[src/rtl/uart_tx_fifo_if.sv]
// Producer-side byte handshake for the UART transmitter FIFO.
// The producer holds TxData/TxValid until the FIFO raises TxReady.
interface uart_tx_fifo_if;
    logic [7:0] TxData;
    logic       TxValid;
    logic       TxReady;

    modport master (output TxData, output TxValid, input TxReady);
    modport slave  (input TxData, input TxValid, output TxReady);
endinterface

[src/rtl/uart_tx_fifo.sv]
// 8N1 UART transmitter fed by a small byte FIFO, returning result/status bytes to the host.
// Queued frames are sent back to back with no idle gap between stop and next start bit.
module uart_tx_fifo #(
    parameter int W5Frequency = 6_250_000,
    parameter int baudRate    = 128_000,
    parameter int bitCycles   = W5Frequency / baudRate + 1,
    parameter int fifoDepth   = 4,
    localparam int countWidth = $clog2(fifoDepth) + 1
) (
    input  logic                  clk,
    input  logic                  reset,
    uart_tx_fifo_if.slave         tx,
    output logic                  TxD,
    output logic                  busy,
    output logic                  txDone,
    output logic [countWidth-1:0] fifoCount
);

    localparam int ptrWidth     = $clog2(fifoDepth);
    localparam int counterWidth = $clog2(bitCycles);

    typedef enum logic [1:0] {IDLE, START, DATA, STOP} txState;

    txState                  state, nextState;
    logic [7:0]              mem [fifoDepth];
    logic [ptrWidth-1:0]     wrPtr, rdPtr;
    logic [countWidth-1:0]   count;
    logic [7:0]              shiftReg, nextShift;
    logic [counterWidth-1:0] bitCounter, nextBitCounter;
    logic [2:0]              bitIndex, nextBitIndex;
    logic                    nextTxd, nextTxDone;
    logic                    push, pop, periodEnd;

    // Ready comes from the registered count only, so a full FIFO refuses a push even while popping.
    assign tx.TxReady = (count < countWidth'(fifoDepth));
    assign push       = tx.TxValid && tx.TxReady;
    assign periodEnd  = (bitCounter == counterWidth'(bitCycles - 1));
    assign busy       = (state != IDLE);
    assign fifoCount  = count;

    always_comb begin
        nextState      = state;
        nextTxd        = TxD;
        nextShift      = shiftReg;
        nextBitCounter = bitCounter + 1'b1;
        nextBitIndex   = bitIndex;
        nextTxDone     = 1'b0;
        pop            = 1'b0;
        case (state)
            IDLE: begin
                nextTxd        = 1'b1;
                nextBitCounter = '0;
                if (count != '0) begin
                    pop       = 1'b1;
                    nextShift = mem[rdPtr];
                    nextTxd   = 1'b0;
                    nextState = START;
                end
            end
            START: begin
                if (periodEnd) begin
                    nextBitCounter = '0;
                    nextBitIndex   = '0;
                    nextTxd        = shiftReg[0];
                    nextState      = DATA;
                end
            end
            DATA: begin
                if (periodEnd) begin
                    nextBitCounter = '0;
                    nextShift      = {1'b0, shiftReg[7:1]};
                    if (bitIndex == 3'd7) begin
                        nextTxd   = 1'b1;
                        nextState = STOP;
                    end else begin
                        nextBitIndex = bitIndex + 1'b1;
                        nextTxd      = shiftReg[1];
                    end
                end
            end
            STOP: begin
                if (periodEnd) begin
                    nextBitCounter = '0;
                    nextTxDone     = 1'b1;
                    if (count != '0) begin
                        pop       = 1'b1;
                        nextShift = mem[rdPtr];
                        nextTxd   = 1'b0;
                        nextState = START;
                    end else begin
                        nextState = IDLE;
                    end
                end
            end
            default: begin
                nextTxd   = 1'b1;
                nextState = IDLE;
            end
        endcase
    end

    always_ff @(posedge clk or posedge reset) begin
        if (reset) begin
            state      <= IDLE;
            TxD        <= 1'b1;
            txDone     <= 1'b0;
            shiftReg   <= '0;
            bitCounter <= '0;
            bitIndex   <= '0;
            wrPtr      <= '0;
            rdPtr      <= '0;
            count      <= '0;
        end else begin
            state      <= nextState;
            TxD        <= nextTxd;
            txDone     <= nextTxDone;
            shiftReg   <= nextShift;
            bitCounter <= nextBitCounter;
            bitIndex   <= nextBitIndex;
            if (push) wrPtr <= wrPtr + 1'b1;
            if (pop)  rdPtr <= rdPtr + 1'b1;
            case ({push, pop})
                2'b10:   count <= count + 1'b1;
                2'b01:   count <= count - 1'b1;
                default: count <= count;
            endcase
        end
    end

    // Storage needs no reset: the cleared count makes stale entries unreachable.
    always_ff @(posedge clk) begin
        if (push) mem[wrPtr] <= tx.TxData;
    end

endmodule

[src/flat_wrapper.sv]
// flat-port wrapper written by rule: the top's interface ports become plain ports
module uart_tx_fifo_flat 
#(
    parameter int W5Frequency = 6_250_000,
    parameter int baudRate    = 128_000,
    parameter int bitCycles   = W5Frequency / baudRate + 1,
    parameter int fifoDepth   = 4,
    localparam int countWidth = $clog2(fifoDepth) + 1
)
  (clk, reset, TxD, busy, txDone, fifoCount, tx_TxData, tx_TxValid, tx_TxReady);
  uart_tx_fifo_if tx_i ();
  input  logic clk;
  input  logic reset;
  output logic TxD;
  output logic busy;
  output logic txDone;
  output logic [countWidth-1:0] fifoCount;
  input wire logic [$bits(tx_i.TxData)-1:0] tx_TxData;
  input wire logic [$bits(tx_i.TxValid)-1:0] tx_TxValid;
  output wire logic [$bits(tx_i.TxReady)-1:0] tx_TxReady;
  assign tx_i.TxData = tx_TxData;
  assign tx_i.TxValid = tx_TxValid;
  assign tx_TxReady = tx_i.TxReady;
  uart_tx_fifo #(.W5Frequency(W5Frequency), .baudRate(baudRate), .bitCycles(bitCycles), .fifoDepth(fifoDepth)) u_core (.clk(clk), .reset(reset), .tx(tx_i), .TxD(TxD), .busy(busy), .txDone(txDone), .fifoCount(fifoCount));
endmodule
[config.mk]
export PLATFORM = sky130hd
export DESIGN_NAME = uart_tx_fifo_flat
export DESIGN_NICKNAME = d
export VERILOG_FILES = /design/src/rtl/uart_tx_fifo_if.sv /design/src/rtl/uart_tx_fifo.sv /design/src/flat_wrapper.sv
export SDC_FILE = /design/constraint.sdc
export NUM_CORES = 1
export LEC_CHECK = 0
export CORE_MARGIN = 2
export CORE_UTILIZATION = 40
export DETAILED_ROUTE_END_ITERATION = 10
export GPL_ROUTABILITY_DRIVEN = 0
export PLACE_DENSITY = 0.56
export REMOVE_ABC_BUFFERS = 1
export SETUP_SLACK_MARGIN = 0.1
export SKIP_CTS_REPAIR_TIMING = 1
export SYNTH_ARGS = -nofsm -noshare
export SYNTH_HDL_FRONTEND = slang
export SYNTH_SLANG_ARGS = --single-unit
[constraint.sdc]
create_clock -name clk -period 5.6 [get_ports clk]
set_input_delay 0.56 -clock clk [delete_from_list [all_inputs] [get_ports clk]]
set_output_delay 0.56 -clock clk [all_outputs]
set_load 0.01 [all_outputs]
==> Flow_metrics.wiki, run 1 <==
{| class="wikitable"
! Metric !! Value
|-
| Result of the run || finished clean
|-
| Chip Width || 87.1 µm
|-
| Slew HR || 27.3%
|-
| Post-DR wirelength/cell || 15.5 µm
|-
| Placeable core area || 6760 µm²
|-
| Max Fclk || 0.398 GHz
|-
| Global-route wire length before repair || 7780 µm
|-
| Cts bufs inserted || 9
|-
| Antenna violations before repair || 0
|-
| Slew Limit Fails || 0
|-
| Yosys warns || 0
|-
| Port Buffer Count || 17
|-
| Number of enable flip-flop cells after synthesis || 32
|-
| Die area || 7590 µm²
|-
| Vias per Instance || 5.06
|-
| Setup skew after layout || 8.43 ps
|-
| Antenna diode count || 0
|-
| Synth async-reset ratio || 46.7%
|-
| Largest buffer count on any clock path || 2
|-
| Reported net switching power || 0.000567 W
|-
| Die span in y || 87.1 µm
|-
| End point of the worst hold path || u_core.TxD
|-
| Clock network fraction of design power || 24.3%
|-
| Cell at the root of the clock tree || sky130_fd_sc_hd__clkbuf_8
|-
| R2R Path Start || u_core.bitCounter[0]
|-
| I/O pin cnt || 18
|-
| Critical path peak fanout || 6
|-
| Most common cell after layout, fill and taps aside || sky130_fd_sc_hd__edfxtp_1
|-
| Lkg Pwr || 1.31 nW
|-
| HP Start || u_core.TxD
|-
| Vias in the first global route || 1,619
|-
| Final worst path period share || 44.8%
|-
| Flip-flop and latch count after synthesis || 60
|-
| Depth of the worst register-to-register path || 11
|-
| Cell area after synthesis || 2760 µm²
|-
| Maximum number of pins on one net before global-route repair || 29
|-
| DR pass1 iterations || 4
|-
| Total power density per cell area || 540 nW/µm²
|-
| IR Drop Worst-Case VDD || 0.210 mV
|-
| Critical path arrival || 2760 ps
|-
| Worst-margin pin slew || 1090 ps
|-
| Fraction of final layout cells with drive strength greater than 1 || 17.5%
|-
| Sequential element share of the synthesized area || 60.2%
|-
| Total global-route track usage || 13.9%
|-
| Area added between synthesis and finish || 16.4%
|-
| Portion of total power attributed to combinational logic || 35.7%
|-
| Type of the worst setup path || reg2reg
|-
| Clock transition at path regs || 60 ps
|-
| Starting utilization of the core area || 40.9%
|-
| Endpoint type of the worst setup path || flop
|-
| Internal portion of total power || 0.00117 W
|-
| Library cells used by synthesis || 36
|-
| Total negative slack for setup checks || 0 ps
|-
| Clock Sink Count || 60
|-
| Clock insertion delay at the later pin of the skew report || 330 ps
|-
| Commonest cells after routing, fill and taps aside || sky130_fd_sc_hd__edfxtp_1 (32), sky130_fd_sc_hd__dfrtp_1 (27), sky130_fd_sc_hd__inv_1 (17), sky130_fd_sc_hd__clkdlybuf4s50_1 (17), sky130_fd_sc_hd__ha_1 (15)
|-
| Clock period minus worst slack || 2510 ps
|-
| Crit path cell chain || inv_1, ha_1, nand4b_4, o31a_1, nor3_1, ha_1, inv_1, fa_1, xor2_1, nor2_1, xnor2_1
|-
| Startpoint types || flop
|-
| Post-layout net count || 239
|-
| RSZ-0062 raised after global routing || no
|-
| Clock tree from TritonCTS || done
|-
| Worst hold slack || 475 ps
|-
| Synth area leader || sky130_fd_sc_hd__edfxtp_1
|-
| Number of remaining DRC errors || 0
|-
| Area contributors post-synth || sky130_fd_sc_hd__edfxtp_1 (35%), sky130_fd_sc_hd__dfrtp_1 (24%), sky130_fd_sc_hd__ha_1 (6.8%)
|-
| Master of the slowest instance on the critical path || sky130_fd_sc_hd__dfrtp_1
|-
| HP Class || reg2reg
|-
| Fill cells || 595
|-
| Remaining global-route overflow || 0
|-
| Max-capacitance violation count || 0
|-
| Worst Setup Slack post-DPL || 3100 ps
|-
| Worst reg-to-reg setup slack || 3090 ps
|-
| Final hold viol count || 0
|-
| Most used flip-flop cell after synthesis || sky130_fd_sc_hd__edfxtp_1
|-
| Total length of routed wires || 4600 µm
|-
| Least setup slack across all paths after layout || 3090 ps
|-
| Deepest level of the CTS H-tree || 3
|-
| DR vias || 1,502
|-
| Synthesized area per cell || 14.6 µm²
|-
| Number of instances in the synthesized netlist || 189
|-
| Sequential fraction of design power || 40.0%
|-
| Reg2Reg Capture Point || u_core.fifoCount[2]
|-
| Hold Path Cell Cnt || 2
|-
| Fraction of power spent switching nets || 32.6%
|-
| Initial DRC Count || 36
|-
| Endpoint required time on the critical path || 5850 ps
|-
| Area share of the leading cell type in the synthesized netlist || 34.8%
|-
| Number of cell rows || 30
|-
| Count of antenna-violating nets left after detailed routing || 0
|-
| CP max stage delay || 410 ps
|-
| Setup violators final || 0
|-
| Estimated wirelength of the detail-placed design || 3260 µm
|}
[power groups by stage]
stage	logic [W]	registers [W]	clock network, W
after floorplan	0.000470	0.000678	0
after global placement	0.000605	0.000696	0
after detailed placement	0.000628	0.000707	0
after CTS	0.000631	0.000698	0.000436
after global routing	0.000698	0.000711	0.000454
final	0.000620	0.000694	0.000423
[cells in the mapped netlist, types with 5 or more instances]
master,n
sky130_fd_sc_hd__xor2_1,5
sky130_fd_sc_hd__edfxtp_1,32
sky130_fd_sc_hd__mux2_2,14
sky130_fd_sc_hd__dfrtp_1,27
sky130_fd_sc_hd__nor2_1,11
sky130_fd_sc_hd__mux4_2,6
sky130_fd_sc_hd__o21ai_0,5
sky130_fd_sc_hd__inv_1,17
sky130_fd_sc_hd__ha_1,15
sky130_fd_sc_hd__a21oi_1,5
sky130_fd_sc_hd__xnor2_1,5
sky130_fd_sc_hd__nand2_1,6
[worst max-delay path, delay by kind of cell, from the launching register on]
kind | cells | cell delay [ps]
AND/OR/NAND/NOR | 3 | 530
buffers and inverters | 2 | 140
XOR/XNOR | 2 | 270
AO/OA/AOI/OAI | 1 | 290
adder cells (fa/ha/maj) | 3 | 800
flip-flops | 1 | 410
[how the worst max path moves through the flow]
stage                    startpoint  slack, ps             endpoint
6_report       u_core.bitCounter[0]       3090  u_core.fifoCount[2]
3_3_place_gp   u_core.bitCounter[0]       3170  u_core.fifoCount[2]
3_5_place_dp   u_core.bitCounter[0]       3100  u_core.fifoCount[2]
2_1_floorplan  u_core.bitCounter[0]       3280  u_core.fifoCount[2]
4_1_cts        u_core.bitCounter[0]       3080  u_core.fifoCount[2]
5_1_grt        u_core.bitCounter[0]       2810  u_core.fifoCount[2]
[layer usage]
metal / track usage [%] / vias up / wire length [µm]
met5: 0 / - / 0
met4: 6.71 / 0 / 78
met3: 4.36 / 6 / 158
met2: 22.8 / 17 / 2290
met1: 16.7 / 754 / 2070
li1: - / 725 / -
[metrics by stage]
stage / power, W / util (%) / cells / instance area, µm²
floorplan: 0.00115 / - / 184 / 2730
global placement: 0.00130 / 44.4 / 281 / 3000
detailed placement: 0.00133 / 44.4 / 281 / 3000
CTS: 0.00177 / 47.6 / 297 / 3220
global route: 0.00186 / 47.6 / 297 / 3220
finish: 0.00174 / 47.6 / 297 / 3220
[layout make-up]
cell class	instances	area (µm²)	area share (%)
Sequential cell	60	1660	51.7
Inverter	18	67.6	2.10
Tap cell	80	100	3.11
Timing Repair Buffer	17	170	5.29
Multi-Input combinational cell	106	1000	31.1
Clock buffer	11	131	4.08
Clock inverter	5	86.3	2.68
[registers in the layout, summed over array words and instances, names as in the netlist]
name,count
u_core.bitIndex,3
u_core.rdPtr,2
u_core.bitCounter,6
u_core.shiftReg,8
u_core.txDone,1
u_core.state,2
u_core.mem,32
u_core.TxD,1
u_core.fifoCount,3
u_core.wrPtr,2
[logic make-up after synthesis]
logic type / synth area share (%)
DFF: 60.2
and+or+nand+nor: 6.38
muxes: 13.6
buffers and inverters: 3.67
AOI/OAI and AO/OA: 5.52
adders and majority gates: 7.51
xor gates and xnor gates: 3.17
Power figures use the tool's default switching activity.
==> run 2, diff against run 1 <==
clock period = 2.5 ns   (was 5.6 ns; I/O delays follow)
==> run 2 against run 1 <==
- clock-buffer cell count fell by 2
- worst hold slack worse by 160 ps
- clock skew decreased by 2.4 ps
- sequential share of layout area decreased by 0.50 points
- wire length grew 5.2%
- register-to-register slack worse by 2900 ps
- cell count grew 2.0%
- power rose by 120%
- highest routed layer unchanged
- first-iteration DRC count rose by 75%
- combinational power is 140% higher
==> Flow_metrics.wiki, run 2 (same netlist as run 1, synthesis figures left out) <==
{| class="wikitable"
! Metric !! Value
|-
| Antenna diode count || 0
|-
| Area after detailed placement || 3050 µm²
|-
| Number of cell rows || 30
|-
| Global-route wire length before repair || 8070 µm
|-
| Post-Layout Inst Area || 3250 µm²
|-
| Lkg Pwr || 1.32 nW
|-
| Clock tree from TritonCTS || done
|-
| Max Fclk || 0.434 GHz
|-
| Clock transition at path regs || 70 ps
|-
| Regs by FF count || u_core.mem: 32 flops, u_core.shiftReg: 8 flops, u_core.bitCounter: 6 flops
|-
| DR pass1 iterations || 4
|-
| Max-capacitance violation count || 0
|-
| Startpoint types || flop
|-
| Chip Width || 87.1 µm
|-
| Die span in y || 87.1 µm
|-
| Placed cells || 287
|-
| Antenna violations before repair || 0
|-
| Most flops, register || u_core.mem
|-
| Commonest cells after routing, fill and taps aside || sky130_fd_sc_hd__edfxtp_1 (32), sky130_fd_sc_hd__dfrtp_1 (27), sky130_fd_sc_hd__clkdlybuf4s50_1 (17)
|-
| Starting utilization of the core area || 40.9%
|-
| Maximum number of pins on one net before global-route repair || 18
|-
| Final hold viol count || 0
|-
| Clock insertion delay at the later pin of the skew report || 330 ps
|-
| Placeable core area || 6760 µm²
|-
| Clock period minus worst slack || 2310 ps
|-
| CP dominant cell by count || sky130_fd_sc_hd__ha_2
|-
| RSZ-0062 raised after global routing || yes
|-
| Portion of total power attributed to combinational logic || 38.7%
|-
| Vias in the first global route || 1,677
|-
| Layout Cells excl Fill || 303
|-
| Combined buffer and inverter count along the critical path || 2
|-
| DR vias || 1,554
|-
| Kind of cell adding the most delay to the critical path || adder cells
|-
| Crit path cell chain || inv_1, ha_2, nand4b_4, o31a_1, nor3_2, ha_2, inv_2, fa_2, xor2_1, nor2_1, xnor2_1
|-
| Setup violators final || 0
|-
| IR Drop Worst-Case VDD || 0.467 mV
|-
| Critical path arrival || 2560 ps
|-
| HP Class || in2async
|-
| Slew HR || 55.6%
|-
| Worst-margin pin slew || 665 ps
|-
| I/O pin cnt || 18
|-
| Total power density per cell area || 1190 nW/µm²
|-
| Fraction of final layout cells with drive strength greater than 1 || 22.4%
|-
| Deepest level of the CTS H-tree || 3
|-
| Setup skew after layout || 6.02 ps
|-
| Fraction of power spent switching nets || 33.9%
|-
| Slew Limit Fails || 0
|-
| Total length of routed wires || 4840 µm
|-
| Endpoint type of the worst setup path || flop
|-
| Port Buffer Count || 17
|-
| Cell at the root of the clock tree || sky130_fd_sc_hd__clkbuf_8
|-
| Clock network fraction of design power || 21.8%
|-
| Cts bufs inserted || 9
|-
| Levels on crit path || 11
|-
| Post-DR wirelength/cell || 16.0 µm
|-
| Total global-route track usage || 14.3%
|-
| Largest register FFs || 32
|-
| Largest buffer count on any clock path || 2
|-
| Number of remaining DRC errors || 0
|-
| Endpoint required time on the critical path || 2750 ps
|-
| Result of the run || finished clean
|-
| Post-layout net count || 245
|-
| Sequential fraction of design power || 39.6%
|-
| Critical path peak fanout || 4
|-
| Area added between synthesis and finish || 17.6%
|-
| Total negative slack for setup checks || 0 ps
|-
| Vias per Instance || 5.13
|-
| Type of the worst setup path || reg2reg
|-
| Reported net switching power || 0.00131 W
|-
| Estimated wirelength of the detail-placed design || 3440 µm
|-
| Clock Sink Count || 60
|-
| Die area || 7590 µm²
|-
| Most common cell after layout, fill and taps aside || sky130_fd_sc_hd__edfxtp_1
|-
| Depth of the worst register-to-register path || 11
|-
| Remaining global-route overflow || 0
|-
| Final worst path period share || 92.2%
|-
| Final core utilization || 48.1%
|-
| Initial DRC Count || 63
|-
| Master of the slowest instance on the critical path || sky130_fd_sc_hd__dfrtp_1
|-
| Count of antenna-violating nets left after detailed routing || 0
|-
| CP max stage delay || 410 ps
|-
| Internal portion of total power || 0.00256 W
|}
run 2: cell types whose count changed in the layout (fill, tap and decap cells not counted), sizes merged:
cell,previous run,this run
clkinv,3,4
clkbuf,11,9
clkinvlp,0,2
bufinv,2,1
buf,0,6
run 2: metrics by stage:
stage / power, W / hold WS (ps) / setup slack, ps
CTS: 0.00390 / 339 / 8.62
floorplan: 0.00257 / 315 / 183
global route: 0.00414 / 386 / 50.8
global placement: 0.00296 / 467 / 168
finish: 0.00387 / 311 / 194
detailed placement: 0.00305 / 471 / 20.3
run 2: final cells by class:
type                    count  area (µm²)
fillers                   583        3510
flip-flops and latches     60        1660
multi-input cells         106        1010
repair buffers             23         215
clock buffers               9         124
well taps                  80         100
clock inverters             7        67.6
inverters                  18        67.6
run 2: final timing paths:
check	slack (ps)	end	from
max in group asynchronous	1560	u_core.rdPtr[1]	reset
setup reg to reg	190	u_core.fifoCount[2]	u_core.bitCounter[0]
min in group clk	470	u_core.TxD	u_core.TxD
hold reg to reg	470	u_core.TxD	u_core.TxD
setup / recovery	190	u_core.fifoCount[2]	u_core.bitCounter[0]
hold / removal	310	u_core.bitIndex[1]	reset
run 2: metal layers:
layer  vias to the layer above  track usage, %  routed length (µm)
li1                        737               -                   -
met1                       788            17.5                2130
met2                        22            23.7                2500
met3                         7            3.51                 147
met4                         0            7.41                  61
met5                         -               0                   0
run 2: power groups by stage:
stage	clock network (W)	logic (W)	registers, W
after detailed placement	0	0.00149	0.00156
after global placement	0	0.00142	0.00154
after global routing	0.000914	0.00165	0.00157
final	0.000844	0.00150	0.00153
after floorplan	0	0.00105	0.00152
after CTS	0.000865	0.00150	0.00154
==> run 3, diff against run 2 <==
CELL_PAD_IN_SITES_DETAIL_PLACEMENT = 0   (was default)
CELL_PAD_IN_SITES_GLOBAL_PLACEMENT = 1   (was default)
PLACE_DENSITY = 0.64   (was 0.56)
==> run 3 against run 2 <==
- sequential cell count is the same
- utilization grew 0.37 points
- power grew 2.6%
- sequential power is essentially flat
- critical endpoint unchanged
==> Flow_metrics.wiki, run 3 (same netlist as run 1, synthesis figures left out) <==
{| class="wikitable"
! Metric !! Value
|-
| Clock insertion delay at the later pin of the skew report || 350 ps
|-
| Max layer used || met4
|-
| Number of cell rows || 30
|-
| Most flops, register || u_core.mem
|-
| Endpoint type of the worst setup path || flop
|-
| IR Drop Worst-Case VDD || 0.615 mV
|-
| DR vias || 1,554
|-
| Met2 wire length || 2530 µm
|-
| Fraction of final layout cells with drive strength greater than 1 || 22.9%
|-
| Area added between synthesis and finish || 18.5%
|-
| Crit path cell chain || inv_1, ha_2, nand4b_4, o31a_1, nor3_2, ha_2, inv_2, fa_2, xor2_1, nor2_1, xnor2_1
|-
| Vias per Instance || 5.13
|-
| Clock tree from TritonCTS || done
|-
| Worst hold slack || 283 ps
|-
| Depth of the worst register-to-register path || 11
|-
| Setup violators final || 0
|-
| Detail Route met3 WL || 182 µm
|-
| Result of the run || finished clean
|-
| Met1 WL || 2170 µm
|-
| Antenna violations before repair || 0
|-
| Startpoint types || flop
|-
| Final worst path period share || 91.9%
|-
| Worst reg-to-reg setup slack || 200 ps
|-
| Maximum number of pins on one net before global-route repair || 29
|-
| CP dominant cell by count || sky130_fd_sc_hd__ha_2
|-
| Number of remaining DRC errors || 0
|-
| CP max stage delay || 410 ps
|-
| R2R Path Start || u_core.bitCounter[0]
|-
| Starting utilization of the core area || 40.9%
|-
| Post-layout net count || 245
|-
| Clock Sink Count || 60
|-
| Cell at the root of the clock tree || sky130_fd_sc_hd__clkbuf_8
|-
| Most common cell after layout, fill and taps aside || sky130_fd_sc_hd__edfxtp_1
|-
| Total global-route track usage || 14.9%
|-
| Remaining global-route overflow || 0
|-
| Die span in y || 87.1 µm
|-
| Chip Width || 87.1 µm
|-
| Port Buffer Count || 17
|-
| Critical path arrival || 2580 ps
|-
| Post-DR wirelength/cell || 16.5 µm
|-
| Cts bufs inserted || 9
|-
| Slew HR || 60.5%
|-
| Largest register FFs || 32
|-
| Placeable core area || 6760 µm²
|-
| Estimated wirelength of the detail-placed design || 3530 µm
|-
| Endpoint required time on the critical path || 2780 ps
|-
| Largest buffer count on any clock path || 2
|-
| Total negative slack for setup checks || 0 ps
|-
| Commonest cells after routing, fill and taps aside || sky130_fd_sc_hd__edfxtp_1 (32), sky130_fd_sc_hd__dfrtp_1 (27), sky130_fd_sc_hd__clkdlybuf4s50_1 (17)
|-
| DR pass1 iterations || 4
|-
| Vias in the first global route || 1,642
|-
| Clock transition at path regs || 80 ps
|-
| Master of the slowest instance on the critical path || sky130_fd_sc_hd__dfrtp_1
|-
| Final hold viol count || 0
|-
| Slew Limit Fails || 0
|-
| Kind of cell adding the most delay to the critical path || adder cells
|-
| Type of the worst setup path || reg2reg
|-
| Total power density per cell area || 1210 nW/µm²
|-
| Clock period minus worst slack || 2300 ps
|-
| Combined buffer and inverter count along the critical path || 2
|-
| Critical path peak fanout || 4
|-
| Regs by FF count || u_core.mem: 32 flops, u_core.shiftReg: 8 flops, u_core.bitCounter: 6 flops
|-
| RSZ-0062 raised after global routing || yes
|-
| Setup skew after layout || 13.5 ps
|-
| Total length of routed wires || 4990 µm
|-
| Global-route wire length before repair || 8180 µm
|-
| Count of antenna-violating nets left after detailed routing || 0
|-
| I/O pin cnt || 18
|-
| Max-capacitance violation count || 0
|-
| Antenna diode count || 0
|-
| Worst-margin pin slew || 593 ps
|-
| Lkg Pwr || 1.33 nW
|-
| Deepest level of the CTS H-tree || 3
|-
| Die area || 7590 µm²
|-
| Initial DRC Count || 45
|-
| HP Class || in2async
|-
| Max Fclk || 0.435 GHz
|-
| Reg2Reg Capture Point || u_core.fifoCount[2]
|}
-- run 3: changes by cell type in the layout (fill, tap and decap cells not counted), sizes merged --
cell	before	now
clkinvlp	2	1
inv	18	19
bufinv	1	2
clkinv	4	3
-- run 3: power breakdown --
| group | switching [W] | internal (W) | total (W) |
|---|---|---|---|
| Sequential | 0.000222 | 0.00132 | 0.00154 |
| Combinational | 0.000705 | 0.000784 | 0.00149 |
| Clock | 0.000387 | 0.000557 | 0.000944 |
| Total | 0.00131 | 0.00266 | 0.00398 |
-- run 3: metrics by stage --
stage	worst slack (ps)	util, %	area (µm²)	instances	total power [W]
2_1_floorplan	183	-	2730	184	0.00257
3_3_place_gp	163	45.1	3050	287	0.00297
3_5_place_dp	40.6	45.1	3050	287	0.00305
4_1_cts	26.6	48.2	3260	303	0.00401
5_1_grt	49.1	48.5	3270	303	0.00425
6_report	202	48.5	3270	303	0.00398
-- run 3: worst register-to-register path: cells and delay by family (launching register included) --
family	cells	cell delay (ps)
adders and majority gates	3	760
and+or+nand+nor	3	410
DFF	1	410
AOI/OAI and AO/OA	1	280
xor gates and xnor gates	2	270
buffers and inverters	2	110
-- run 3: final cells by class --
type                            count  area, µm²
Multi-Input combinational cell    106       1010
Clock inverter                      7       90.1
Sequential cell                    60       1660
Inverter                           18       67.6
Timing Repair Buffer               23        215
Clock buffer                        9        124
Tap cell                           80        100
Fill cell                         593       3480
-- run 3: how the worst max path moves through the flow --
| stage | start | end | cells after the start |
|---|---|---|---|
| floorplan | u_core.bitCounter[0] | u_core.fifoCount[2] | 11 |
| global route | u_core.bitCounter[0] | u_core.fifoCount[2] | 11 |
| global placement | u_core.bitCounter[0] | u_core.fifoCount[2] | 11 |
| detailed placement | u_core.state[0] | u_core.fifoCount[2] | 10 |
| finish | u_core.bitCounter[0] | u_core.fifoCount[2] | 11 |
| CTS | u_core.state[0] | u_core.fifoCount[2] | 10 |
-- run 3: metal layers --
layer	global-route usage [%]	up-vias
met4	6.29	0
met2	24.1	26
met5	0	-
li1	-	742
met1	17.5	775
met3	6.26	11
